**config.mk**
```make
export PLATFORM = sky130hd
export DESIGN_NAME = daq_frame_packer_flat
export DESIGN_NICKNAME = d
export VERILOG_FILES = /design/src/rtl/daq_pkg.sv /design/src/rtl/daq_frame_packer_if.sv /design/src/rtl/daq_sat_counter.sv /design/src/rtl/daq_frame_packer.sv /design/src/flat_wrapper.sv
export SDC_FILE = /design/constraint.sdc
export NUM_CORES = 1
export LEC_CHECK = 0
export CAP_MARGIN = 20
export CORE_MARGIN = 1
export CORE_UTILIZATION = 25
export DETAILED_ROUTE_END_ITERATION = 10
export PLACE_DENSITY = 0.41
export SYNTH_ARGS = -nofsm -noshare
export SYNTH_HDL_FRONTEND = slang
export SYNTH_SLANG_ARGS = --single-unit
export TNS_END_PERCENT = 5
```
**constraint.sdc**
```tcl
create_clock -name clk_i -period 3.8 [get_ports clk_i]
set_clock_uncertainty 0.15 [all_clocks]
set_input_delay 0.76 -clock clk_i [delete_from_list [all_inputs] [get_ports clk_i]]
set_output_delay 0.76 -clock clk_i [all_outputs]
set_load 0.02 [all_outputs]
```
**src/rtl/daq_pkg.sv**
```systemverilog
// Shared constants, state type and frame-length helper for the ADC frame packer.
package daq_pkg;

  localparam logic [7:0] SYNC0   = 8'hA5;
  localparam logic [7:0] SYNC1   = 8'h5A;
  localparam int         HDR_LEN = 4;

  typedef enum logic [1:0] {
    IDLE    = 2'd0,
    HDR     = 2'd1,
    PAYLOAD = 2'd2
  } pack_state_t;

  function automatic int frame_len(input int num_ch);
    return HDR_LEN + 2 * num_ch;
  endfunction

endpackage

```
**src/rtl/daq_frame_packer_if.sv**
```systemverilog
// Sample-in / byte-out handshake bundle of the frame packer, plus drop accounting.
interface daq_frame_packer_if #(
  parameter int NUM_CH     = 4,
  parameter int SAMPLE_W   = 12,
  parameter int DROP_CNT_W = 16
);
  logic                       s_valid_i;
  logic [NUM_CH*SAMPLE_W-1:0] s_data_i;
  logic                       s_ready_o;
  logic                       test_en_i;
  logic                       m_valid_o;
  logic [7:0]                 m_data_o;
  logic                       m_last_o;
  logic                       m_ready_i;
  logic [DROP_CNT_W-1:0]      drop_cnt_o;
  logic                       drop_clr_i;

  modport slave (
    input  s_valid_i, s_data_i, test_en_i, m_ready_i, drop_clr_i,
    output s_ready_o, m_valid_o, m_data_o, m_last_o, drop_cnt_o
  );

  modport master (
    output s_valid_i, s_data_i, test_en_i, m_ready_i, drop_clr_i,
    input  s_ready_o, m_valid_o, m_data_o, m_last_o, drop_cnt_o
  );
endinterface

```
**src/rtl/daq_sat_counter.sv**
```systemverilog
// Saturating up-counter; a clear coinciding with an increment lands on one.
module daq_sat_counter #(
  parameter int W = 16
) (
  input  logic         clk_i,
  input  logic         rst_i,
  input  logic         clr_i,
  input  logic         inc_i,
  output logic [W-1:0] cnt_o
);
  logic [W-1:0] cnt_r;

  // Counter register with clear priority and saturation at all-ones.
  always_ff @(posedge clk_i or posedge rst_i) begin
    if (rst_i) begin
      cnt_r <= '0;
    end else if (clr_i) begin
      cnt_r <= inc_i ? W'(1'b1) : '0;
    end else if (inc_i && (cnt_r != '1)) begin
      cnt_r <= cnt_r + W'(1'b1);
    end else begin
      cnt_r <= cnt_r;
    end
  end

  assign cnt_o = cnt_r;
endmodule

```
**src/rtl/daq_frame_packer.sv**
```systemverilog
// Frames each accepted multi-channel sample set as a sync/seq/flags header plus
// little-endian 16-bit samples, with ramp test pattern and drop accounting.
module daq_frame_packer
  import daq_pkg::*;
#(
  parameter int NUM_CH     = 4,
  parameter int SAMPLE_W   = 12,
  parameter int DROP_CNT_W = 16
) (
  input logic               clk_i,
  input logic               rst_i,
  daq_frame_packer_if.slave bus
);
  localparam int         FRAME_LEN = frame_len(NUM_CH);
  localparam int         SET_W     = 16 * NUM_CH;
  localparam logic [7:0] LAST_IDX  = 8'(FRAME_LEN - 1);
  localparam logic [5:0] CH_CODE   = 6'(NUM_CH - 1);

  pack_state_t         state_r;
  logic [7:0]          idx_r;
  logic [7:0]          seq_r;
  logic [SAMPLE_W-1:0] ramp_r;
  logic                ovf_r;
  logic                test_r;
  logic [SET_W-1:0]    samples_r;
  logic                s_ready_r;
  logic                m_valid_r;
  logic [7:0]          m_data_r;
  logic                m_last_r;

  logic                drop_s;
  logic                accept_s;
  logic                hs_s;
  logic [7:0]          nxt_idx_s;
  logic [7:0]          ofs_s;
  logic [7:0]          payload_byte_s;
  logic [7:0]          nxt_byte_s;
  logic [SET_W-1:0]    load_set_s;

  assign drop_s    = bus.s_valid_i & ~s_ready_r;
  assign accept_s  = bus.s_valid_i & s_ready_r;
  assign hs_s      = m_valid_r & bus.m_ready_i;
  assign nxt_idx_s = idx_r + 8'd1;
  assign ofs_s     = nxt_idx_s - 8'(HDR_LEN);

  // Byte that follows the one currently presented; payload is the sample set in byte order.
  always_comb begin
    payload_byte_s = 8'h00;
    for (int k = 0; k < 2 * NUM_CH; k++) begin
      payload_byte_s = payload_byte_s | ((ofs_s == 8'(k)) ? samples_r[8*k +: 8] : 8'h00);
    end
    nxt_byte_s = 8'h00;
    case (nxt_idx_s)
      8'd1:    nxt_byte_s = SYNC1;
      8'd2:    nxt_byte_s = seq_r;
      // A drop in the very cycle B3 is loaded is still reported in it.
      8'd3:    nxt_byte_s = {ovf_r | drop_s, test_r, CH_CODE};
      default: nxt_byte_s = payload_byte_s;
    endcase
  end

  // Sample set captured on accept: live channels or the ramp, zero-extended to 16 bits.
  always_comb begin
    load_set_s = '0;
    for (int k = 0; k < NUM_CH; k++) begin
      load_set_s[16*k +: 16] = bus.test_en_i ? 16'(SAMPLE_W'(ramp_r + SAMPLE_W'(k)))
                                             : 16'(bus.s_data_i[k*SAMPLE_W +: SAMPLE_W]);
    end
  end

  // Framing FSM with registered handshake outputs and the pending-overflow flag.
  always_ff @(posedge clk_i or posedge rst_i) begin
    if (rst_i) begin
      state_r   <= IDLE;
      idx_r     <= 8'd0;
      seq_r     <= 8'd0;
      ramp_r    <= '0;
      ovf_r     <= 1'b0;
      test_r    <= 1'b0;
      samples_r <= '0;
      s_ready_r <= 1'b1;
      m_valid_r <= 1'b0;
      m_data_r  <= 8'h00;
      m_last_r  <= 1'b0;
    end else begin
      ovf_r <= drop_s ? 1'b1 : ((hs_s && (idx_r == 8'd3)) ? 1'b0 : ovf_r);
      case (state_r)
        IDLE: begin
          if (accept_s) begin
            samples_r <= load_set_s;
            test_r    <= bus.test_en_i;
            ramp_r    <= bus.test_en_i ? ramp_r + SAMPLE_W'(1'b1) : ramp_r;
            s_ready_r <= 1'b0;
            m_valid_r <= 1'b1;
            m_data_r  <= SYNC0;
            m_last_r  <= 1'b0;
            idx_r     <= 8'd0;
            state_r   <= HDR;
          end
        end
        HDR, PAYLOAD: begin
          if (hs_s) begin
            if (m_last_r) begin
              state_r   <= IDLE;
              idx_r     <= 8'd0;
              seq_r     <= seq_r + 8'd1;
              s_ready_r <= 1'b1;
              m_valid_r <= 1'b0;
              m_data_r  <= 8'h00;
              m_last_r  <= 1'b0;
            end else begin
              idx_r    <= nxt_idx_s;
              m_data_r <= nxt_byte_s;
              m_last_r <= (nxt_idx_s == LAST_IDX);
              state_r  <= (nxt_idx_s >= 8'(HDR_LEN)) ? PAYLOAD : HDR;
            end
          end
        end
        default: begin
          state_r   <= IDLE;
          s_ready_r <= 1'b1;
          m_valid_r <= 1'b0;
          m_last_r  <= 1'b0;
        end
      endcase
    end
  end

  daq_sat_counter #(.W(DROP_CNT_W)) u_drop_cnt (
    .clk_i (clk_i),
    .rst_i (rst_i),
    .clr_i (bus.drop_clr_i),
    .inc_i (drop_s),
    .cnt_o (bus.drop_cnt_o)
  );

  assign bus.s_ready_o = s_ready_r;
  assign bus.m_valid_o = m_valid_r;
  assign bus.m_data_o  = m_data_r;
  assign bus.m_last_o  = m_last_r;
endmodule

```
**src/flat_wrapper.sv**
```systemverilog
// flat-port wrapper written by rule: the top's interface ports become plain ports
module daq_frame_packer_flat import daq_pkg::*;
#(
  parameter int NUM_CH     = 4,
  parameter int SAMPLE_W   = 12,
  parameter int DROP_CNT_W = 16
)
  (clk_i, rst_i, bus_s_valid_i, bus_s_data_i, bus_test_en_i, bus_m_ready_i, bus_drop_clr_i, bus_s_ready_o, bus_m_valid_o, bus_m_data_o, bus_m_last_o, bus_drop_cnt_o);
  daq_frame_packer_if #(.NUM_CH(NUM_CH), .SAMPLE_W(SAMPLE_W), .DROP_CNT_W(DROP_CNT_W)) bus_i ();
  input logic clk_i;
  input logic rst_i;
  input wire logic [$bits(bus_i.s_valid_i)-1:0] bus_s_valid_i;
  input wire logic [$bits(bus_i.s_data_i)-1:0] bus_s_data_i;
  input wire logic [$bits(bus_i.test_en_i)-1:0] bus_test_en_i;
  input wire logic [$bits(bus_i.m_ready_i)-1:0] bus_m_ready_i;
  input wire logic [$bits(bus_i.drop_clr_i)-1:0] bus_drop_clr_i;
  output wire logic [$bits(bus_i.s_ready_o)-1:0] bus_s_ready_o;
  output wire logic [$bits(bus_i.m_valid_o)-1:0] bus_m_valid_o;
  output wire logic [$bits(bus_i.m_data_o)-1:0] bus_m_data_o;
  output wire logic [$bits(bus_i.m_last_o)-1:0] bus_m_last_o;
  output wire logic [$bits(bus_i.drop_cnt_o)-1:0] bus_drop_cnt_o;
  assign bus_i.s_valid_i = bus_s_valid_i;
  assign bus_i.s_data_i = bus_s_data_i;
  assign bus_i.test_en_i = bus_test_en_i;
  assign bus_i.m_ready_i = bus_m_ready_i;
  assign bus_i.drop_clr_i = bus_drop_clr_i;
  assign bus_s_ready_o = bus_i.s_ready_o;
  assign bus_m_valid_o = bus_i.m_valid_o;
  assign bus_m_data_o = bus_i.m_data_o;
  assign bus_m_last_o = bus_i.m_last_o;
  assign bus_drop_cnt_o = bus_i.drop_cnt_o;
  daq_frame_packer #(.NUM_CH(NUM_CH), .SAMPLE_W(SAMPLE_W), .DROP_CNT_W(DROP_CNT_W)) u_core (.clk_i(clk_i), .rst_i(rst_i), .bus(bus_i));
endmodule
```
## Word level (Yosys, flattened, before mapping)

Index checks and enable logic that the tools add are counted.
Widths: inputs -> output; s select.

- Register bits after elaboration: 123
- Logic and storage cells: 106

- Add/sub/neg operators: 7
- Order comparisons: 1
- Equality and inequality tests: 18
- Mux-type cells: 42
- Bitwise operators: 12
- Reduce and logical (&&, ||, !) cells: 14

Operator list:

| operator | number |
|---|---|
| $mux 8 | 14 |
| $or 8x8->8 | 7 |
| $mux 12 | 4 |
| $eq 8x2->1 const B | 5 |
| $eq 8x3->1 const B | 4 |
| $mux 16 | 2 |
| $pmux 8 s2 | 2 |
| $add 12x2->12 const B | 2 |
| $pmux 8 s3 | 1 |
| $add 16x1->16 const B | 1 |
| $add 8x1->8 const B | 2 |
| $eq 8x1->1 const B | 2 |
| $ne 16x16->1 const B | 1 |
| $add 12x1->12 const B | 1 |
| $reduce_and 3->1 | 4 |
| $mux 1 | 11 |
| $eq 8x4->1 const B | 1 |
| $ge 8x3->1 const B | 1 |
| $logic_not 8->1 | 1 |
| $mux 2 | 4 |
| $sub 8x3->8 const B | 1 |
| $ne 2x1->1 const B | 3 |
| $pmux 1 s2 | 3 |
| $reduce_bool 2->1 | 3 |
| 10 further kinds | 14 |

## Longest topological paths before layout

- Depth after elaboration: 15
- Gate-level depth with buffers: 9
- Gate-level depth less buffers: 7

## Hierarchy

From an unflattened synthesis, not the netlist that was laid out.

- Cells, all modules: 716
- Area total of the unflattened synthesis: 6,438.7 um^2

Modules (own cells, without submodules):

| module | instances | cells an instance | area each (um^2) | seq. area each (um^2) |
|---|---|---|---|---|
| daq_frame_packer | 1 | 618 | 5,482.8 | 2,278.4 |
| daq_sat_counter | 1 | 98 | 955.9 | 400.4 |

## Worst setup path after synthesis

Ideal clock, no wire load.

- Path type: register to register
- Start point: register u_core.idx_r[0]
- End point: register u_core.m_data_r[2], in the netlist u_core.bus.m_data_o[2]
- Setup time: 144 ps
- Arrival: 2,112 ps
- Slack: 1,394 ps
- Stages on the path, launching flop included: 7
- Path buffers: 0
- Cell sequence: dfrtp_1 > ha_1 > or3_1 > a211o_1 > a2111oi_4 > o211a_1 > a311oi_2

- Word-level cells in the longest chain between the ends: 15
- Elaborated cells between the ends (all ways): 32

Ends and longest elaborated chain:

| what | RTL line | source |
|---|---|---|
| start, declared | daq_frame_packer.sv:20 | `logic [7:0] idx_r;` |
| start signal, assigned | daq_frame_packer.sv:112 | `idx_r <= nxt_idx_s;` |
| $add 8x1->8 * | daq_frame_packer.sv:43 | `assign nxt_idx_s = idx_r + 8'd1;` |
| $sub 8x3->8 | daq_frame_packer.sv:44 | `assign ofs_s = nxt_idx_s - 8'(HDR_LEN);` |
| $eq 8x1->1 / $logic_not 8->1 (equally long branches) | daq_frame_packer.sv:50 | `payload_byte_s = payload_byte_s \| ((ofs_s == 8'(k)) ? samples_r[8*k +: 8] : 8'h00);` |
| $mux 8 | daq_frame_packer.sv:50 |  |
| $or 8x8->8 (7 in a row) | daq_frame_packer.sv:50 |  |
| $pmux 8 s3 * | daq_frame_packer.sv:53 | `case (nxt_idx_s)` |
| $mux 8 * | daq_frame_packer.sv:103 | `if (m_last_r) begin` |
| $mux 8 * | daq_frame_packer.sv:102 | `if (hs_s) begin` |
| $pmux 8 s2 * | daq_frame_packer.sv:87 | `case (state_r)` |
| end signal, assigned | daq_frame_packer.sv:113 | `m_data_r <= nxt_byte_s;` |
| end, declared | daq_frame_packer.sv:28 | `logic [7:0] m_data_r;` |

Every way passes the cells marked *; elsewhere a longest branch is shown, timed or not. The select of a mux whose other input is x is not followed.
A chain may end at the register's enable or synchronous reset.

## Worst setup path after layout

- Start point: register u_core.idx_r[0]
- End point: register u_core.state_r[0]

- Word-level cells in the longest chain between the ends: 6

Ends and longest elaborated chain:

| what | RTL line | source |
|---|---|---|
| $add 8x1->8 | daq_frame_packer.sv:43 |  |
| $ge 8x3->1 | daq_frame_packer.sv:115 | `state_r <= (nxt_idx_s >= 8'(HDR_LEN)) ? PAYLOAD : HDR;` |
| $mux 2 | daq_frame_packer.sv:115 |  |
| $mux 2 | daq_frame_packer.sv:103 |  |
| $mux 2 | daq_frame_packer.sv:102 |  |
| $pmux 2 s2 | daq_frame_packer.sv:87 |  |
| end signal, assigned | daq_frame_packer.sv:115 |  |
| end, declared | daq_frame_packer.sv:19 | `pack_state_t state_r;` |

No other way between the ends. The select of a mux whose other input is x is not followed.

==> metrics.yaml <==
cts_setup_buffers: 0
outcome: "finished, final reports clean"
grt_pass1_wl_um: 32000
ctsResizeCount: 0
timing.final.ws_setup_ns: 0.716
ant_nets: 0
dieArea_sq_um: 26500
p_leak_nw: 3.33
cp-startpoint: "u_core.idx_r[0]"
die-height_um: 163
grt_max_degree: 94
wirelength_um: 20200
insertion_delay_ns: 0.36
worst_r2r_endpoint: "u_core.state_r[0]"
finalSetupViolCount: 0
cp-start-kind: "register"
finalNetCount: 848
synth.avg_cell_area_sq_um: 8.80
cts_made_buffers: 9
initial_core_util_pct: 25.6
power_density_nw_per_um2: 552
syn_nets: 799
drt_iter0_drc: 370
cts_hold_buf: 0
clock-sinks: 107
critPathMaxFanout: 17
worst-endpoint-arrival_ns: 3.20
grt-ovfl-total: 0
antenna_found_initial: 1
synthArstFlopShare_pct: 100
hold_path_class: "register to register"
crit_type: "register to register"
min_to: "u_core.samples_r[21]"
finalMaxSlewViolations: 0
antenna_cells: 0
timing.rr.start: "u_core.idx_r[0]"
synth-compound-area-share_pct: 19.4
drc: 0
dr_total_vias: 5560
routabilityCongestion: 0.847
post_synth_num_cell_types: 61
setup_tns_ns: 0
worst-slew-pin-transition_ns: 0.874
ys_seq_area_share_pct: 41.5
htreeDepth: 3
synth_mux_area_share_pct: 4.98
rsz0062_at_grt: "false"
finalCritPeriodShare_pct: 81.2
max_freq_mhz: 324
drv_cap: 0
pin_count: 81
area_delta_synth_final_pct: 21.6
dp_hpwl_um: 15100
rows: 58
dieWidth_um: 163
multi_input_comb_area_sq_um: 3500
cp-end-kind: "register"
synth_fa_ha_area_share_pct: 2.33
slew_headroom_pct: 41.2
final_util_pct: 31.1
synth_simple_gate_area_share_pct: 18.7
layout-drive-gt1-share_pct: 5.34
cts.clk_slew.worst_paths_ns: 0.08
syn_inst: 733
grt_pass1_vias: 5481
min_period_ns: 3.08
cp_data_required_time_ns: 3.91
cts_root_buf: "clkbuf_16"
hp-start: "u_core.samples_r[21]"
seq_area_sq_um: 2680
io_buffers: 80
ys.warnings.count: 0
synth-edff-count: 0
whs_path_depth: 2
clockBufferDepth: 2
ir_worst_vdd_mv: 0.185
nFillCells: 2651
routedWlPerCell_um: 18.1
synth_top_family_by_area: "compound AO/OA/AOI/OAI gates"
rrSetupSlack_ns: 0.72
rr_worst_depth: 6
synth-xor-area-share_pct: 8.69
preCtsSetupSlack_ns: 0.720
viasPerCell: 4.98
dpl_cell_area_sq_um: 7550
hold_viol: 0
netlist_area_sq_um: 6450
first_pass_iters: 6
grtUsageTotal_pct: 15.9
synthFlopType: "dfrtp_1"
synth-seq-cells: 107
stdcell_area_sq_um: 7850
cts_tree: "built"
fp.coreArea_sq_um: 25300
-- critical path, cell delays in order, from the launching register on --
cell      delay (ns)
dfrtp_1         0.49
ha_1            0.43
or3_1           0.40
a211o_1         0.39
a211oi_1        0.75
a21oi_1         0.14
o31ai_1         0.23
-- final cells by class --
class / count / share of cell area [%]
Sequential cell: 107 / 34.1
Inverter: 20 / 0.989
Clock buffer: 9 / 2.87
Multi-Input combinational cell: 554 / 44.6
Clock inverter: 7 / 0.877
Timing Repair Buffer: 90 / 11.3
Tap cell: 330 / 5.26
-- synth_stat cells, types with 6 or more instances --
library cell | number | area share, %
buf_2 | 6 | 0.47
dfrtp_1 | 106 | 41
xnor2_1 | 27 | 3.7
xor2_1 | 37 | 5.0
o211ai_1 | 8 | 0.93
a21o_1 | 7 | 0.81
nand3_1 | 22 | 1.7
inv_1 | 20 | 1.2
and3_1 | 6 | 0.58
buf_1 | 8 | 0.47
nand4_1 | 20 | 1.9
o22ai_1 | 6 | 0.58
o311ai_0 | 8 | 1.1
clkbuf_1 | 37 | 2.2
nor3_1 | 17 | 1.3
or3_1 | 7 | 0.68
ha_1 | 12 | 2.3
mux2i_1 | 31 | 4.8
and2_1 | 6 | 0.58
a21oi_1 | 32 | 2.5
o21ai_0 | 71 | 5.5
a22o_1 | 12 | 1.6
a21boi_0 | 6 | 0.70
nand2_1 | 98 | 5.7
nor2_1 | 52 | 3.0
-- layout by cell type (no fill, tap or decap), drive strengths merged, types with 5 or more instances in the layout --
cell type	instances
a211oi	5
a21boi	7
a21o	7
a21oi	32
a22o	12
and2	6
and3	6
and4	5
buf	11
clkbuf	9
clkdlybuf4s50	79
dfrtp	106
ha	12
inv	23
mux2i	31
nand2	98
nand3	22
nand4	20
nor2	53
nor3	17
o211a	5
o211ai	8
o21ai	72
o22ai	6
o311ai	8
or3	7
xnor2	27
xor2	37
-- layer usage --
layer  vias up  wire, um  GRT usage [%]
met5         -        10              0
met2       136      9020           24.5
met4         2       349           5.27
li1       2710         -              -
met1      2690     10000           22.8
met3        22       812           2.06
-- where the power goes --
| group | leakage [nW] | switching, mW | internal (mW) | total, mW |
|---|---|---|---|---|
| Clock | 0.137 | 0.496 | 0.462 | 0.958 |
| Sequential | 1.40 | 0.338 | 1.45 | 1.78 |
| Combinational | 1.79 | 0.950 | 0.638 | 1.59 |
| Total | 3.33 | 1.78 | 2.55 | 4.33 |
-- sequential cells by signal, indices dropped and copies added, names as in the netlist, 2 cells and up --
| name | count |
|---|---|
| u_core.idx_r | 8 |
| u_core.samples_r | 48 |
| u_core.state_r | 2 |
| u_core.ramp_r | 12 |
| u_core.seq_r | 8 |
| u_core.u_drop_cnt.cnt_o | 16 |
| u_core.bus.m_data_o | 8 |
-- cell families after synthesis --
| group | Yosys count |
|---|---|
| AND/OR/NAND/NOR | 255 |
| AO/OA/AOI/OAI | 191 |
| flip-flops | 107 |
| buffers and inverters | 72 |
| XOR/XNOR | 64 |
| multiplexers | 32 |
| adder cells (fa/ha/maj) | 12 |
-- per-stage QoR --
stage	hold slack (ns)	total power, mW	instances
6_report	0.332	4.33	1117
5_1_grt	0.354	4.63	1117
4_1_cts	0.336	4.38	1117
3_5_place_dp	0.319	3.40	1101
3_3_place_gp	0.314	3.38	1101
2_1_floorplan	0.294	2.76	733
-- how the worst max path moves through the flow --
| stage | to | cells past startpoint | slack [ns] |
|---|---|---|---|
| CTS | u_core.state_r[0] | 6 | 0.81 |
| finish | u_core.state_r[0] | 6 | 0.72 |
| detailed placement | u_core.u_drop_cnt.cnt_o[9] | 5 | 0.72 |
| global placement | u_core.u_drop_cnt.cnt_o[9] | 5 | 0.78 |
| global route | u_core.state_r[0] | 6 | 0.58 |
| floorplan | u_core.bus.m_data_o[0] | 1 | 0.07 |
Power figures use the tool's default switching activity.
